<file path="config.mk">
export PLATFORM = sky130hd
export DESIGN_NAME = hazard_stall_ctrl
export DESIGN_NICKNAME = d
export VERILOG_FILES = /design/src/rtl/hazard_stall_ctrl.sv
export SDC_FILE = /design/constraint.sdc
export NUM_CORES = 1
export LEC_CHECK = 0
export CORE_ASPECT_RATIO = 1.5
export CORE_MARGIN = 10
export CORE_UTILIZATION = 30
export DETAILED_ROUTE_END_ITERATION = 7
export SETUP_SLACK_MARGIN = 0.2
export SYNTH_ARGS = -nofsm -noshare
export SYNTH_HDL_FRONTEND = slang
export SYNTH_SLANG_ARGS = --single-unit
</file>
<file path="constraint.sdc">
create_clock -name clk -period 3 [get_ports clk]
set_input_delay 0.9 -clock clk [delete_from_list [all_inputs] [get_ports clk]]
set_output_delay 0.9 -clock clk [all_outputs]
set_load 0.005 [all_outputs]
</file>
<file path="src/rtl/hazard_stall_ctrl.sv">
// hazard_stall_ctrl: pipeline write-enable/flush sequencing for load-use stalls, taken branches and dmem waits
module hazard_stall_ctrl #(
  parameter int LOAD_USE_BUBBLES = 2,
  parameter int MEM_TIMEOUT = 64
) (
  input  logic        clk,
  input  logic        rst,
  input  logic [3:0]  inst_curr_IFID_7_4_rs,
  input  logic [3:0]  inst_curr_IFID_3_0_rt,
  input  logic [3:0]  inst_curr_IFID_11_8_rd,
  input  logic        rt_used_ifid,
  input  logic        store_ifid,
  input  logic [3:0]  rf_waddr_idex,
  input  logic        rf_wen_idex,
  input  logic        mem2reg_idex,
  input  logic        branch_taken_ex,
  input  logic        dmem_req,
  input  logic        dmem_ack,
  output logic        pc_wen,
  output logic        ifid_wen,
  output logic        idex_wen,
  output logic        exmem_wen,
  output logic        memwb_wen,
  output logic        ifid_flush,
  output logic        idex_flush,
  output logic        pc_sel_branch,
  output logic [15:0] stall_cycles,
  output logic        mem_timeout
);
  typedef enum logic {RUN, LSTALL} state_t;
  state_t state;
  logic [2:0] bcnt;
  logic [7:0] wcnt, wcnt_nxt;
  logic freeze, hazard, lstall;
  assign freeze = dmem_req & ~dmem_ack;
  assign hazard = mem2reg_idex & rf_wen_idex & (rf_waddr_idex != 4'd0) &
                  ((rf_waddr_idex == inst_curr_IFID_7_4_rs) |
                   (rt_used_ifid & (rf_waddr_idex == inst_curr_IFID_3_0_rt)) |
                   (store_ifid & (rf_waddr_idex == inst_curr_IFID_11_8_rd)));
  // LSTALL keeps stalling without re-checking the hazard; freeze and branch override it
  assign lstall = ~freeze & ~branch_taken_ex & ((state == RUN & hazard) | state == LSTALL);
  assign pc_wen = ~rst & ~freeze & ~lstall;
  assign ifid_wen = pc_wen;
  assign idex_wen = ~rst & ~freeze;
  assign exmem_wen = idex_wen;
  assign memwb_wen = idex_wen;
  assign ifid_flush = rst | (~freeze & branch_taken_ex);
  assign idex_flush = rst | (~freeze & (branch_taken_ex | lstall));
  assign pc_sel_branch = ~rst & ~freeze & branch_taken_ex;
  assign wcnt_nxt = freeze ? (wcnt == 8'hFF ? wcnt : wcnt + 8'd1) : 8'd0;
  always_ff @(posedge clk) begin
    if (rst) begin
      state <= RUN;
      bcnt <= 3'd0;
      wcnt <= 8'd0;
      stall_cycles <= 16'd0;
      mem_timeout <= 1'b0;
    end else begin
      wcnt <= wcnt_nxt;
      if (!pc_wen && stall_cycles != 16'hFFFF) stall_cycles <= stall_cycles + 16'd1;
      if (freeze && wcnt_nxt == 8'(MEM_TIMEOUT)) mem_timeout <= 1'b1;
      if (!freeze) begin
        if (branch_taken_ex) begin
          state <= RUN;
          bcnt <= 3'd0;
        end else if (state == RUN && hazard && LOAD_USE_BUBBLES > 1) begin
          state <= LSTALL;
          bcnt <= 3'(LOAD_USE_BUBBLES - 1);
        end else if (state == LSTALL) begin
          state <= (bcnt == 3'd1) ? RUN : LSTALL;
          bcnt <= bcnt - 3'd1;
        end
      end
    end
  end
endmodule

</file>
; ---- After elaboration in Yosys (flattened, before gate mapping)
; Index checks and enable logic that the tools add are counted.
[word_totals]
inputBits = 25
wordCells = 57
output_inout_bits = 25
regBits = 29
[classes]
bitwise = 26
add_sub_neg = 3
reduce_logical = 7
n_mux = 9
eq_ne = 7
[op_table]
columns = cell, count
row1 = $add 16x1->16 const B, 1
row2 = $mux 8, 2
row3 = $ne 16x16->1 const B, 1
row4 = $and 1x1->1, 14
row5 = $eq 4x4->1, 3
row6 = $mux 3, 3
row7 = $add 8x1->8 const B, 1
row8 = $eq 8x7->1 const B, 1
row9 = $eq 8x8->1 const B, 1
row10 = $not 1->1, 6
row11 = $or 1x1->1, 6
row12 = $mux 1, 4
row13 = $reduce_bool 4->1, 1
row14 = $eq 3x1->1 const B, 1
row15 = $logic_and 1x1->1, 3
row16 = $reduce_bool 3->1, 1
row17 = $sub 3x1->3 const B, 1
row18 = $reduce_and 2->1, 1
row19 = $logic_not 1->1, 1

; ---- Depth between registers and ports, before layout
; Gate-level depths: netlist of the first run.
[depth]
word_depth = 12
mapped_depth = 9
depth_no_buf = 7

; ---- Least setup slack after synthesis of the first run
; OpenSTA, ideal clock, no wires.
[synth_timing]
path_type = input port to output port
startpoint = in rf_waddr_idex[0]
endpoint = out pc_wen
arrival_time_ps = 2032
path_buffers = 1
setup_slack_ps = 68
path_stages = 7
path_cell_list = xor2_1 -> nor3_1 -> nand3_1 -> a31oi_1 -> nor2_1 -> o21a_1 -> buf_4
[synth_via]
elab_chain_cells = 10
[synth_rtl]
columns = item, line
row1 = start: declaration, 13  ; input logic [3:0] rf_waddr_idex,
row2 = $eq 4x4->1, 38  ; (rt_used_ifid & (rf_waddr_idex == inst_curr_IFID_3_0_rt)) |
row3 = $and 1x1->1, 38
row4 = $or 1x1->1, 37  ; ((rf_waddr_idex == inst_curr_IFID_7_4_rs) |
row5 = $or 1x1->1, 38
row6 = $and 1x1->1 (*), 36  ; assign hazard = mem2reg_idex & rf_wen_idex & (rf_waddr_idex != 4'd0) &
row7 = $and 1x1->1 (*), 41  ; assign lstall = ~freeze & ~branch_taken_ex & ((state == RUN & hazard) | state == LSTALL);
row8 = $or 1x1->1 (*), 41
row9 = $and 1x1->1 (*), 41
row10 = $not 1->1 (*), 42  ; assign pc_wen = ~rst & ~freeze & ~lstall;
row11 = $and 1x1->1 (*), 42
row12 = end: declaration, 19  ; output logic pc_wen,
; Every way passes the cells marked *; elsewhere a longest branch is shown, timed or not.

; ---- Worst setup path after layout of the first run
[layout_timing]
startpoint = in rf_waddr_idex[0]
endpoint = reg stall_cycles[11]
[layout_via]
elab_chain_cells = 12
[layout_rtl]
columns = item, line
row1 = $eq 4x4->1, 38
row2 = $and 1x1->1, 38
row3 = $or 1x1->1, 37
row4 = $or 1x1->1, 38
row5 = $and 1x1->1 (*), 36
row6 = $and 1x1->1 (*), 41
row7 = $or 1x1->1 (*), 41
row8 = $and 1x1->1 (*), 41
row9 = $not 1->1 (*), 42
row10 = $and 1x1->1 (*), 42
row11 = $logic_not 1->1 (*), 60  ; if (!pc_wen && stall_cycles != 16'hFFFF) stall_cycles <= stall_cycles + 16'd1;
row12 = $logic_and 1x1->1 (*), 60
row13 = end signal: assignment, 60
row14 = end: declaration, 27  ; output logic [15:0] stall_cycles,
; Marked as above.
; A chain may end at the register's enable or synchronous reset.

==> results of run 1 <==
metal layers:
metal  track usage, %  vias to the layer above
met4             6.04                        0
li1                 -                      969
met1             11.7                      924
met3             2.93                       12
met5                0                        -
met2             22.9                       35
through the flow:
step	power, mW	setup WS [ns]
after floorplan	0.485	0.148
after CTS	1.07	-0.107
final	1.11	-0.155
after global placement	0.588	-0.781
after global routing	1.16	-0.215
after detailed placement	0.589	-0.821
cell usage in the layout (no fill, tap or decap), types with 2 or more instances in the layout:
master,synthesis,layout
a21oi_2,0,5
or4_4,1,3
o21ai_0,7,7
and3_1,4,3
nand2_1,13,11
buf_6,1,25
nor3_2,0,2
buf_2,0,4
inv_1,11,11
xor2_1,7,3
xor2_4,0,3
a31oi_1,5,4
nand4_1,3,3
nor2b_1,2,2
nor3_1,8,4
mux2i_1,2,2
clkdlybuf4s50_1,0,17
nor3_4,0,2
o31ai_1,5,5
dfxtp_1,29,29
and2_4,0,2
buf_8,1,2
clkdlybuf4s15_1,0,3
xnor2_2,0,4
dlygate4sd2_1,0,15
a21oi_1,15,9
clkbuf_8,0,6
xnor2_1,10,6
or4_1,5,3
buf_12,0,3
nor2_1,18,17
ha_1,4,4
a211oi_1,3,3
or3_1,4,3
o21ai_1,3,2
o21a_1,5,5
nand2_4,0,2
nand3_1,13,12
buf_4,3,37
o211ai_1,2,2
cell type report:
class / count / area (sq um)
Clock buffer: 7 / 86.3
Clock inverter: 1 / 30.0
Fill cell: 507 / 2420
Inverter: 11 / 41.3
Multi-Input combinational cell: 159 / 1270
Sequential cell: 29 / 581
Tap cell: 70 / 87.6
Timing Repair Buffer: 107 / 1010
path summary, 6_finish.rpt:
check	slack (ns)	start	end	cells past startpoint
worst max-delay path	-0.16	rf_waddr_idex[0]	stall_cycles[11]$_SDFFE_PP0P_	18
worst min-delay path	0.47	bcnt[1]$_SDFFE_PP0P_	bcnt[1]$_SDFFE_PP0P_	1
worst max register to register	0.64	stall_cycles[0]$_SDFFE_PP0P_	stall_cycles[11]$_SDFFE_PP0P_	9
worst min register to register	0.47	bcnt[1]$_SDFFE_PP0P_	bcnt[1]$_SDFFE_PP0P_	1
timing repair:
action                     CTS  global route
gates resized for setup    113            45
buffers inserted            24             5
pin swaps                   40            25
gates cloned                 0             0
setup endpoints to repair   24            22
hold endpoints to repair     0             0
report_power, final:
part / leakage (nW) / internal, mW / switching [mW]
sequential: 0.234 / 0.392 / 0.00885
clock: 0.0585 / 0.271 / 0.161
combinational: 0.920 / 0.170 / 0.110
logic make-up (layout without fill, tap and decap cells):
| group | after synthesis | after routing | share of synthesized area [%] |
|---|---|---|---|
| flops | 29 | 29 | 33.7 |
| fa+ha+maj | 4 | 4 | 2.91 |
| xor+xnor | 17 | 17 | 8.65 |
| compound gates | 56 | 56 | 22.7 |
| mux | 2 | 2 | 1.16 |
| buf+inv | 21 | 126 | 6.32 |
| simple gates | 80 | 80 | 24.6 |
worst max-delay path, stage by stage:
cell	delay [ns]
buf_12	0.11
xor2_4	0.18
nor3_4	0.26
buf_6	0.14
buf_6	0.09
buf_6	0.08
buf_6	0.08
buf_6	0.08
buf_6	0.08
buf_6	0.08
buf_6	0.08
buf_6	0.08
a21bo_4	0.13
o21ai_4	0.08
buf_6	0.14
buf_6	0.11
or4_4	0.53
a21oi_2	0.13
state kept, by name (all words and copies together), names as in the netlist:
| register | cells |
|---|---|
| stall_cycles | 16 |
| bcnt | 3 |
| mem_timeout | 1 |
| state | 1 |
| wcnt | 8 |
==> summary.txt, run 1 <==
area grow syn2layout -> 80.7%
maxcap violations -> 0
Lkg Pwr -> 1.21 nW
worst hold path class -> flip-flop to flip-flop
DRT met1 WL -> 2210 microns
post-synth cell types -> 47
placed cell area -> 2470 sq um
clock skew -> 0.00374 ns
hpwl dp -> 3900 microns
final period utilization -> 105%
Worst Setup Slack, final -> -0.155 ns
first-pass GRT wire length -> 8940 microns
drt first-iter violations -> 63
CP arrival -> 3.38 ns
total CTS buffers -> 5
Post-synth ARST share -> 0%
Synth warnings -> 0
most area-consuming cells after synthesis -> dfxtp_1 (34%), xnor2_1 (5.1%), a21oi_1 (4.4%)
fin area -> 3110 sq um
GRT Total Usage -> 12.2%
Final ANT Viol Nets -> 0
WP data required -> 3.23 ns
worst-margin pin slew -> 0.450 ns
most common cell in the netlist -> dfxtp_1
largest net degree at the start of global routing -> 19
Post-route DRC -> 0
Nets -> 342
Slew headroom -> 69.9%
max-slew violation count -> 0
Worst IR Drop VDD -> 0.309 mV
clk root buf -> clkbuf_8
Power per Cell Area -> 357 nW/um^2
post-route minimum period -> 3.16 ns
Post-Route Utilization -> 56.2%
Non-Filler Instances -> 384
Via Count -> 1940
Yosys reg bits -> 29
Die H -> 113 microns
TritonCTS Sinks -> 29
# diodes -> 0
Mapped Nets -> 238
metal2 WL -> 3440 microns
Core ar. -> 5530 sq um
crit end category -> flip-flop
initial cell density of the core -> 31.1%
syn_area_per_cell -> 8.24 sq um
final setup TNS -> -0.805 ns
synthesized area -> 1720 sq um
run status -> finished, violations left
initial antenna violation count -> 0
die span in x -> 81.9 microns
Final GP Congestion -> 0.793
Post-synth EDFFs -> 0
DIE AREA -> 9230 sq um
io pins -> 50
Min Hold Slack -> 0.472 ns
hold buffers post-CTS -> 0
met3 WL -> 217 microns
drt wl/cell -> 15.7 microns
failing checks -> negative setup slack
# placed instances -> 347
sequential area share after synthesis -> 33.7%
Setup CP Type -> primary input to flip-flop
Main synth FF type -> dfxtp_1
Synth top area share -> 33.7%
Reg clk slew, reported paths -> 0.07 ns
top sig layer -> met4
vias per cell -> 5.05
Worst-Skew Late Latency -> 0.28 ns
number of global-route vias before repair -> 1969
top post-synthesis cells by count -> dfxtp_1 (29), nor2_1 (18), a21oi_1 (15)
global route overflow -> 0
cell count after synthesis -> 209
WL final -> 6030 microns
Final setup viols -> 11
Worst setup SP type -> primary input
max frequency -> 0.317 GHz
number of port buffers -> 49
leading area contributor after synthesis -> dfxtp_1
final hold vios -> 0
H-tree level count -> 2
RSZ-0062 raised after global routing -> true
DRT Pass-1 Iters -> 4
share of cells above drive strength 1 -> 37.3%
num rows -> 33
CTS tree -> built
CTS max path bufs -> 2
Critical Path Fanout Max -> 6
Note: power is estimated with default switching activity, not from simulation.
==> inputs of run 2 (changes only) <==
--- a/config.mk
+++ b/config.mk
@@ -9,6 +9,7 @@
 export CORE_MARGIN = 10
 export CORE_UTILIZATION = 30
 export DETAILED_ROUTE_END_ITERATION = 7
+export GPL_TIMING_DRIVEN = 0
 export SETUP_SLACK_MARGIN = 0.2
 export SYNTH_ARGS = -nofsm -noshare
 export SYNTH_HDL_FRONTEND = slang
==> run 2 against run 1 <==
Against the previous run: final cell count is 5.7% lower; critical endpoint is now pc_wen; final area is 14% lower; largest power group is now sequential cells; combinational power is 28% lower; worst setup slack better by 0.056 ns; total power is 17% lower; fmax is 1.8% higher; the run still ends with negative setup slack left; sequential cell count stayed put.
==> summary.txt, run 2 (synthesis results as in run 1) <==
hold path endpoint -> mem_timeout$_SDFFE_PP0P_
number of port buffers -> 49 (unchanged)
io pins -> 50 (unchanged)
Setup CP Type -> primary input to output pin
Hold Path Cell Cnt -> 2 (+1)
Core ar. -> 5530 sq um (unchanged)
final hold vios -> 0 (unchanged)
Cell Int Power -> 0.668 mW (-20%)
sw frac -> 27.7% (+2.6 points)
FF-to-FF Start -> stall_cycles[0]$_SDFFE_PP0P_
DRT Pass-1 Iters -> 4 (unchanged)
max frequency -> 0.323 GHz (+1.8%)
Crit path buffers/inverters -> 4 (-8)
largest net degree at the start of global routing -> 11 (-8)
Critical Path Fanout Max -> 4 (-2)
Slew headroom -> 65.9% (-4.1 points)
CP arrival -> 2.20 ns (-1.18 ns)
CTS tree -> built
Total Power -> 0.923 mW (-17%)
maxcap violations -> 0 (unchanged)
worst hold path class -> flip-flop to flip-flop
CTS max path bufs -> 2 (unchanged)
die span in x -> 81.9 microns (unchanged)
Top Registers -> stall_cycles x16, wcnt x8, bcnt x3
Post-route DRC -> 0 (unchanged)
Crit path max-delay family -> buffers and inverters
max-slew violation count -> 0 (unchanged)
hold buffers post-CTS -> 0 (unchanged)
TritonCTS Sinks -> 29 (unchanged)
clk root buf -> clkbuf_8
final setup TNS -> -0.189 ns (+0.616 ns)
hold path start -> mem_timeout$_SDFFE_PP0P_
most common cell after layout, fill and taps aside -> dfxtp_1
first-pass GRT wire length -> 8460 microns (-5.4%)
Worst setup SP type -> primary input
Die H -> 113 microns (unchanged)
RSZ-0062 raised after global routing -> true
final period utilization -> 103% (-1.9 points)
drt wl/cell -> 14.7 microns (-6.1%)
fin area -> 2690 sq um (-14%)
post-route minimum period -> 3.10 ns (-0.0564 ns)
Worst path max stage delay -> 0.19 ns (-0.34 ns)
GRT Total Usage -> 11.5% (-0.71 points)
max reg flops -> 16 (unchanged)
pre-CTS setup slack -> -1.09 ns (-0.265 ns)
Lkg Pwr -> 1.04 nW (-14%)
WL final -> 5340 microns (-11%)
placed cell area -> 2310 sq um (-6.6%)
Critical Path Most Common Cell -> buf_4
reg2reg end -> stall_cycles[6]$_SDFFE_PP0P_
Reg clk slew, reported paths -> 0.06 ns (about the same)
Flop pwr share -> 43.4% (+7.3 points)
Worst-Skew Late Latency -> 0.29 ns (about the same)
drt first-iter violations -> 62 (-1.6%)
Final setup viols -> 2 (-9)
Worst Setup Slack, final -> -0.0987 ns (+0.0564 ns)
R2R setup slack -> 0.72 ns (+0.08 ns)
Via Count -> 1846 (-4.8%)
worst-path cell chain -> clkbuf_4 > xor2_1 > nor3_2 > buf_4 > nand2_4 > a31oi_4 > nor2_1 > o21a_1 > buf_4 > buf_6
total CTS buffers -> 5 (unchanged)
Power per Cell Area -> 343 nW/um^2 (-3.9%)
crit end category -> output pin
share of cells above drive strength 1 -> 25.7% (-12 points)
Gate power share -> 21.8% (-3.3 points)
Non-Filler Instances -> 362 (-5.7%)
global route overflow -> 0 (unchanged)
vias per cell -> 5.10 (+0.94%)
area grow syn2layout -> 56.2%
num rows -> 33 (unchanged)
H-tree level count -> 2 (unchanged)
Final ANT Viol Nets -> 0 (unchanged)
initial antenna violation count -> 0 (unchanged)
failing checks -> negative setup slack
Nets -> 320 (-6.4%)
reg2reg path depth -> 9 (unchanged)
number of global-route vias before repair -> 1765 (-10%)
Worst IR Drop VDD -> 0.223 mV (-28%)
run status -> finished, violations left
Top reg by flops -> stall_cycles
clock power share -> 34.8% (-4.0 points)
initial cell density of the core -> 31.1% (unchanged)
worst-margin pin slew -> 0.512 ns (+0.0616 ns)
hpwl dp -> 3850 microns (-1.2%)
most frequent cells in the layout -> dfxtp_1 (29), buf_4 (26), nor2_1 (18), clkdlybuf4s50_1 (18)
Net Sw Power -> 0.256 mW (-8.5%)
# placed instances -> 328 (-5.5%)
WP data required -> 2.10 ns (-1.13 ns)
clock skew -> 0.00733 ns (+0.00359 ns)
DIE AREA -> 9230 sq um (unchanged)
Final GP Congestion -> 0.753 (-5.0%)
# diodes -> 0 (unchanged)
slowest CP cell -> o21a_1
[run 2: cell types whose count changed in the layout (fill, tap and decap cells not counted), moves of 4 or more]
cell             delta
clkdlybuf4s15_1     +4
buf_6              -18
xor2_1              +4
buf_4              -11
a21oi_1             +4
dlygate4sd2_1       -7
a21oi_2             -4
[run 2: per-layer routing]
| layer | GRT usage, % | share of wire (%) | routed length (microns) |
|---|---|---|---|
| met5 | 0 | 0 | 0 |
| met2 | 21.3 | 56 | 2980 |
| met4 | 4.67 | 1.9 | 102 |
| met3 | 3.25 | 6.1 | 324 |
| met1 | 11.4 | 36 | 1930 |
[run 2: worst max path at each step]
| stage | slack, ns | cells past startpoint | endpoint | start |
|---|---|---|---|---|
| 2_1_floorplan | 0.15 | 7 | pc_wen | rf_waddr_idex[0] |
| 3_3_place_gp | -1.08 | 9 | pc_wen | rf_waddr_idex[0] |
| 3_5_place_dp | -1.09 | 9 | pc_wen | rf_waddr_idex[3] |
| 4_1_cts | -0.13 | 9 | pc_wen | rf_waddr_idex[2] |
| 5_1_grt | -0.16 | 9 | pc_wen | rf_waddr_idex[2] |
| 6_report | -0.1 | 10 | pc_wen | rf_waddr_idex[0] |
[run 2: final cells by class]
class / count / area [sq um]
buffer: 10 / 87.6
clock buffer: 5 / 68.8
clock inverter: 3 / 17.5
fill: 579 / 2840
inverter: 11 / 43.8
multi-input combinational: 159 / 1120
sequential: 29 / 581
tap: 70 / 87.6
timing repair buffer: 75 / 681
[run 2: tightest hold or removal path, delay by kind of cell, from the launching register on]
kind / cells / cell delay (ns)
buffers and inverters: 1 / 0.05
DFF: 1 / 0.31
AOI/OAI and AO/OA: 1 / 0.06
[run 2: power groups by stage]
| stage | sequential (mW) | combinational [mW] | clock, mW |
|---|---|---|---|
| finish | 0.400 | 0.202 | 0.321 |
| CTS | 0.400 | 0.181 | 0.331 |
| floorplan | 0.408 | 0.0770 | 0 |
| detailed placement | 0.409 | 0.154 | 0 |
| global route | 0.402 | 0.219 | 0.347 |
| global placement | 0.409 | 0.153 | 0 |
[run 2: what timing repair did]
action                                  4_1_cts  5_1_grt
pin swaps                                    22       14
gates cloned                                  0        0
endpoints found under the setup margin       18       16
resized for setup                           104       11
setup buffers                                19        7
[run 2: metrics by stage]
stage                     utilization [%]  hold slack (ns)
after floorplan                         -            0.432
after global placement               41.7            0.447
after detailed placement             41.7            0.455
after CTS                            47.0            0.472
after global routing                 48.6            0.483
final                                48.6            0.468
==> RTL edit 1, RTL diff (flow settings as in run 1) <==
The parameter `MEM_TIMEOUT` goes from 64 to 32.
--- a/src/rtl/hazard_stall_ctrl.sv
+++ b/src/rtl/hazard_stall_ctrl.sv
@@ -1,7 +1,7 @@
 // hazard_stall_ctrl: pipeline write-enable/flush sequencing for load-use stalls, taken branches and dmem waits
 module hazard_stall_ctrl #(
   parameter int LOAD_USE_BUBBLES = 2,
-  parameter int MEM_TIMEOUT = 64
+  parameter int MEM_TIMEOUT = 32
 ) (
   input  logic        clk,
   input  logic        rst,
Function: no difference found for any inputs over 10 cycles, from zero or initial values and one cycle with rst high; that may be too few to reach the edited logic, so the function may still have changed.
==> RTL edit 1 against run 1 <==
- the flow still finishes with violations (negative setup slack)
- clock skew rose by 1.4 ps
- area after synthesis fell by 1.4%
- sequential cell count did not move
- cell count fell by 5.2%
- wire length fell by 15%
- total power fell by 2.6%
- combinational power fell by 29%
- setup slack improved by 63 ps
- cell area fell by 11%
- worst hold slack got worse by 5.1 ps
- sequential share of layout area rose by 2.3 points
- count of clock-buffer cells in the layout fell by 2
- largest cell class unchanged
- largest power group unchanged
==> RTL edit 1: results (changes against run 1) <==
[layout]
post_route_cells_drive_above_1_share = 0.259  ; -0.114
layout.filler_cells = 538  ; +6.1%
fin_nets = 322  ; -5.8%

[route]
detail_route.wl_per_cell_um = 14.0  ; -11%
drt-vias-per-instance = 4.90  ; -2.9%
detail_route.wirelength.met1_um = 1880  ; -15%
detailroute.wirelength.met3_um = 254  ; +17%
detailedRoute.firstIterationViolations = 75  ; +19%
route.final.wire_length_um = 5110  ; -15%
detail_route.first_pass.iterations = 5  ; +1
dr_wl_met2_um = 2910  ; -15%

[min_path]
min_path_cells = 2  ; +1

[grt]
global_route.usage.met1 = 0.108  ; -0.00938
vias_in_the_first_global_route = 1760  ; -11%
grt_util_all_layers = 0.111  ; -0.0112
globalRouteMet3Util = 0.0296  ; +0.000234
grt_first_pass_wirelength_um = 8190  ; -8.4%
maximum_number_of_pins_on_one_net_before_global_route_repair = 13  ; -6

[timing]
timing.final.ws_setup_ps = -92.6  ; +62.5 ps
whs_ps = 467  ; -5.06 ps
totalNegativeSetupSlack_ps = -226  ; +579 ps
worst_clock_skew_ps = 5.10  ; +1.36 ps
slew_at_the_pin_with_the_worst_max_slew_slack_ps = 318  ; -132 ps
timing.final.setup_violations = 5  ; -6

[status]
violations = negative setup slack
status = finished with violations

[yosys]
synth-seq-area-share = 0.342  ; +0.00472
post_synth_mux_area_share = 0.0177  ; +0.00606
syn_nets = 239  ; +0.42%
ys_types = 43  ; -8.5%
synthCells = 210  ; +0.48%
synth_top_cells_by_area = dfxtp_1 (34%), xnor2_1 (8.3%), nor2_1 (5.3%), a21oi_1 (4.4%), nor3_1 (3.2%)
yosys.area_share.xor_xnor = 0.113  ; +0.0270
synth-adder-area-share = 0.0295  ; +0.000407
synth_commonest_cells = dfxtp_1 (29), nor2_1 (24), xnor2_1 (16)
synth_compound_gate_area_share = 0.150  ; -0.0764

[power]
vdd.ir_drop.worst_v = 0.000261  ; -16%
power.clock.total_w = 0.000486  ; +13%
share_comb_of_total_power = 0.182  ; -0.069
total_leakage_power_nw = 1.12  ; -7.9%
swShare = 0.225  ; -0.0267

[cts]
cts-root-to-sink-buffers = 2  ; unchanged

[placed_design]
dpl_worst_slack_ps = -925  ; -103 ps
placedCellCount = 337  ; -2.9%
dp_hpwl_um = 3620  ; -7.2%

[setup_path]
rr_worst_depth = 7  ; -2
rrSetupSlack_ps = 1010  ; +370 ps
timing.critical_path.fanout_max = 3  ; -3

==> RTL edit 1: cell types whose count changed after synthesis, sizes merged, moves of 3 or more <==
cell   change
nor4       +4
and4       +3
xnor2      +6
or2        +3
nor3       +3
nand3      -4
o31ai      -3
inv        -4
o21a       -5
or4        -4
nor2       +7
==> RTL edit 1: logic make-up after synthesis <==
family | count (synthesis)
muxes | 3
xor gates and xnor gates | 22
DFF | 29
buffers and inverters | 17
adders and majority gates | 4
AOI/OAI and AO/OA | 40
and+or+nand+nor | 95
==> RTL edit 1: critical path, cell delays in order <==
cell	delay (ps)
buf_8	100
buf_6	110
nor4_4	240
nor2_1	70
and4_1	220
a21o_1	180
o21ai_2	140
nand2_1	90
buf_2	130
==> RTL edit 1: metrics by stage <==
stage	util	instance area (µm²)	power, W
6_report	0.504	2770	0.00108
5_1_grt	0.504	2770	0.00112
4_1_cts	0.497	2730	0.00109
3_5_place_dp	0.431	2360	0.000563
3_3_place_gp	0.431	2360	0.000562
2_1_floorplan	-	1720	0.000478
==> RTL edit 1: final cells by class <==
class,instances,share of cell area
clock buffers,5,0.0249
clock inverters,3,0.0235
inverters,7,0.00949
multi-input cells,164,0.407
flip-flops and latches,29,0.210
well taps,70,0.0316
repair buffers,86,0.294
==> RTL edit 1: final timing paths <==
check,from,end
setup / recovery,rf_waddr_idex[2],idex_flush
hold / removal,mem_timeout,mem_timeout
setup reg to reg,stall_cycles[7],stall_cycles[14]
hold reg to reg,mem_timeout,mem_timeout
==> RTL edit 1: what timing repair did <==
action                                  CTS  global route
buffers inserted                         16             2
gates cloned                              1             0
pin swaps                                20            13
resized for setup                        91            12
endpoints found under the setup margin   15             8
==> RTL edit 2, RTL diff (flow settings as in run 1) <==
Without the edit above. Reset style: asynchronous (`rst`), changed in one clocked block.
--- a/src/rtl/hazard_stall_ctrl.sv
+++ b/src/rtl/hazard_stall_ctrl.sv
@@ -48,7 +48,7 @@
   assign idex_flush = rst | (~freeze & (branch_taken_ex | lstall));
   assign pc_sel_branch = ~rst & ~freeze & branch_taken_ex;
   assign wcnt_nxt = freeze ? (wcnt == 8'hFF ? wcnt : wcnt + 8'd1) : 8'd0;
-  always_ff @(posedge clk) begin
+  always_ff @(posedge clk or posedge rst) begin
     if (rst) begin
       state <= RUN;
       bcnt <= 3'd0;
Check against the original RTL: differs if rst is asserted again (counterexample within 4 cycles, from zero or initial values and one cycle with rst high); with rst held inactive, the same outputs for 10 cycles.
==> RTL edit 2 against run 1 <==
- synthesized cell count shrank 13%
- sequential cell count is the same
- count of clock-buffer cells in the layout is the same
- wire length down 17%
- area after synthesis up 4.9%
- setup slack improved by 160 ps
- largest cell class unchanged
- combinational power rose by 79%
- utilization down 8.0 points
- total power increased by 33%
- non-clock buffer count down 30
- cell area is 9.6% lower
==> RTL edit 2: results (changes against run 1) <==
[status]
status = completed

[cts]
post_cts_resize_count = 105  ; -7.1%
post_cts_setup_driven_buffer_insertion_count = 9  ; -63%

[timing]
whs_ps = 483  ; +10.2 ps
clock.fmax_mhz = 334  ; +5.4%
worst_clock_skew_ps = 6.60  ; +2.86 ps
slew_at_the_pin_with_the_worst_max_slew_slack_ps = 397  ; -53.1 ps

[yosys]
synth-seq-area-share = 0.402  ; +0.0645
post_synth_mux_area_share = 0.0381  ; +0.0265
ys_async_sr_fraction = 1.00  ; +1.00
syn_nets = 211  ; -11%
ys_types = 48  ; +2.1%
synth_commonest_cells = dfrtp_1 (29), nand2_1 (20), xor2_1 (19)
synth-adder-area-share = 0.0277  ; -0.00137
synthCells = 182  ; -13%
synth_top_cells_by_area = dfrtp_1 (40%), xor2_1 (9.2%), nand2_1 (4.2%), xnor2_1 (3.9%), nand3_1 (3.0%)
synth_compound_gate_area_share = 0.111  ; -0.115

[layout]
finish.cell_count_without_fillers = 332  ; -14%
total_number_of_sequential_cells = 29  ; unchanged
layout.filler_cells = 540  ; +6.5%
register_area_um2 = 726  ; +25%
buffer_area_frac = 0.239  ; -0.0860
flow.area_growth_from_synthesis_pct = 55.7
fin_nets = 288  ; -16%
nMultiInputCombCells = 141  ; -11%
post_route_cells_drive_above_1_share = 0.346  ; -0.0265
clock_cell_area_share = 0.0414  ; +0.00398
multi_input_area_share = 0.421  ; +0.0119
nNonClkInverters = 5  ; -6

[die]
row_count = 34  ; +3.0%

[setup_path]
worst_path_max_delay_cell = nor4_4
timing.critical_path.fanout_max = 2  ; -4
critPathMaxStageDelay_ps = 270  ; -260 ps

[placed_design]
dp_hpwl_um = 3670  ; -5.9%
dpl_worst_slack_ps = -940  ; -119 ps
dpl_cell_area_mm2 = 0.00248  ; +0.61%

[route]
route.final.wire_length_um = 4990  ; -17%

[grt]
vias_in_the_first_global_route = 1791  ; -9.0%
grt_first_pass_wirelength_um = 8140  ; -9.0%

[power]
vdd.ir_drop.worst_v = 0.000237  ; -23%
total_leakage_power_nw = 1.21  ; about the same

RTL edit 2: routing by layer:
| metal | global-route usage | part of all wire | vias to the layer above | wire (µm) |
|---|---|---|---|---|
| met4 | 0.0410 | 0.026 | 0 | 132 |
| met5 | 0 | 0 | - | 0 |
| met1 | 0.0920 | 0.36 | 813 | 1800 |
| li1 | - | - | 799 | - |
| met2 | 0.192 | 0.52 | 52 | 2620 |
| met3 | 0.0517 | 0.087 | 10 | 436 |
RTL edit 2: final timing paths:
path / depth (start not counted) / startpoint / end
max: 8 / inst_curr_IFID_3_0_rt[0] / idex_flush
min: 1 / mem_timeout / mem_timeout
max reg2reg: 10 / state / stall_cycles[1]
min reg2reg: 1 / mem_timeout / mem_timeout
max in group asynchronous: 4 / rst / stall_cycles[11]
min in group asynchronous: 3 / rst / wcnt[1]
RTL edit 2: report_power, final:
part	switching [W]	total, W	internal, W
logic	0.000210	0.000499	0.000289
clock network	0.000145	0.000416	0.000270
registers	0.0000947	0.000559	0.000464
total	0.000450	0.00147	0.00102
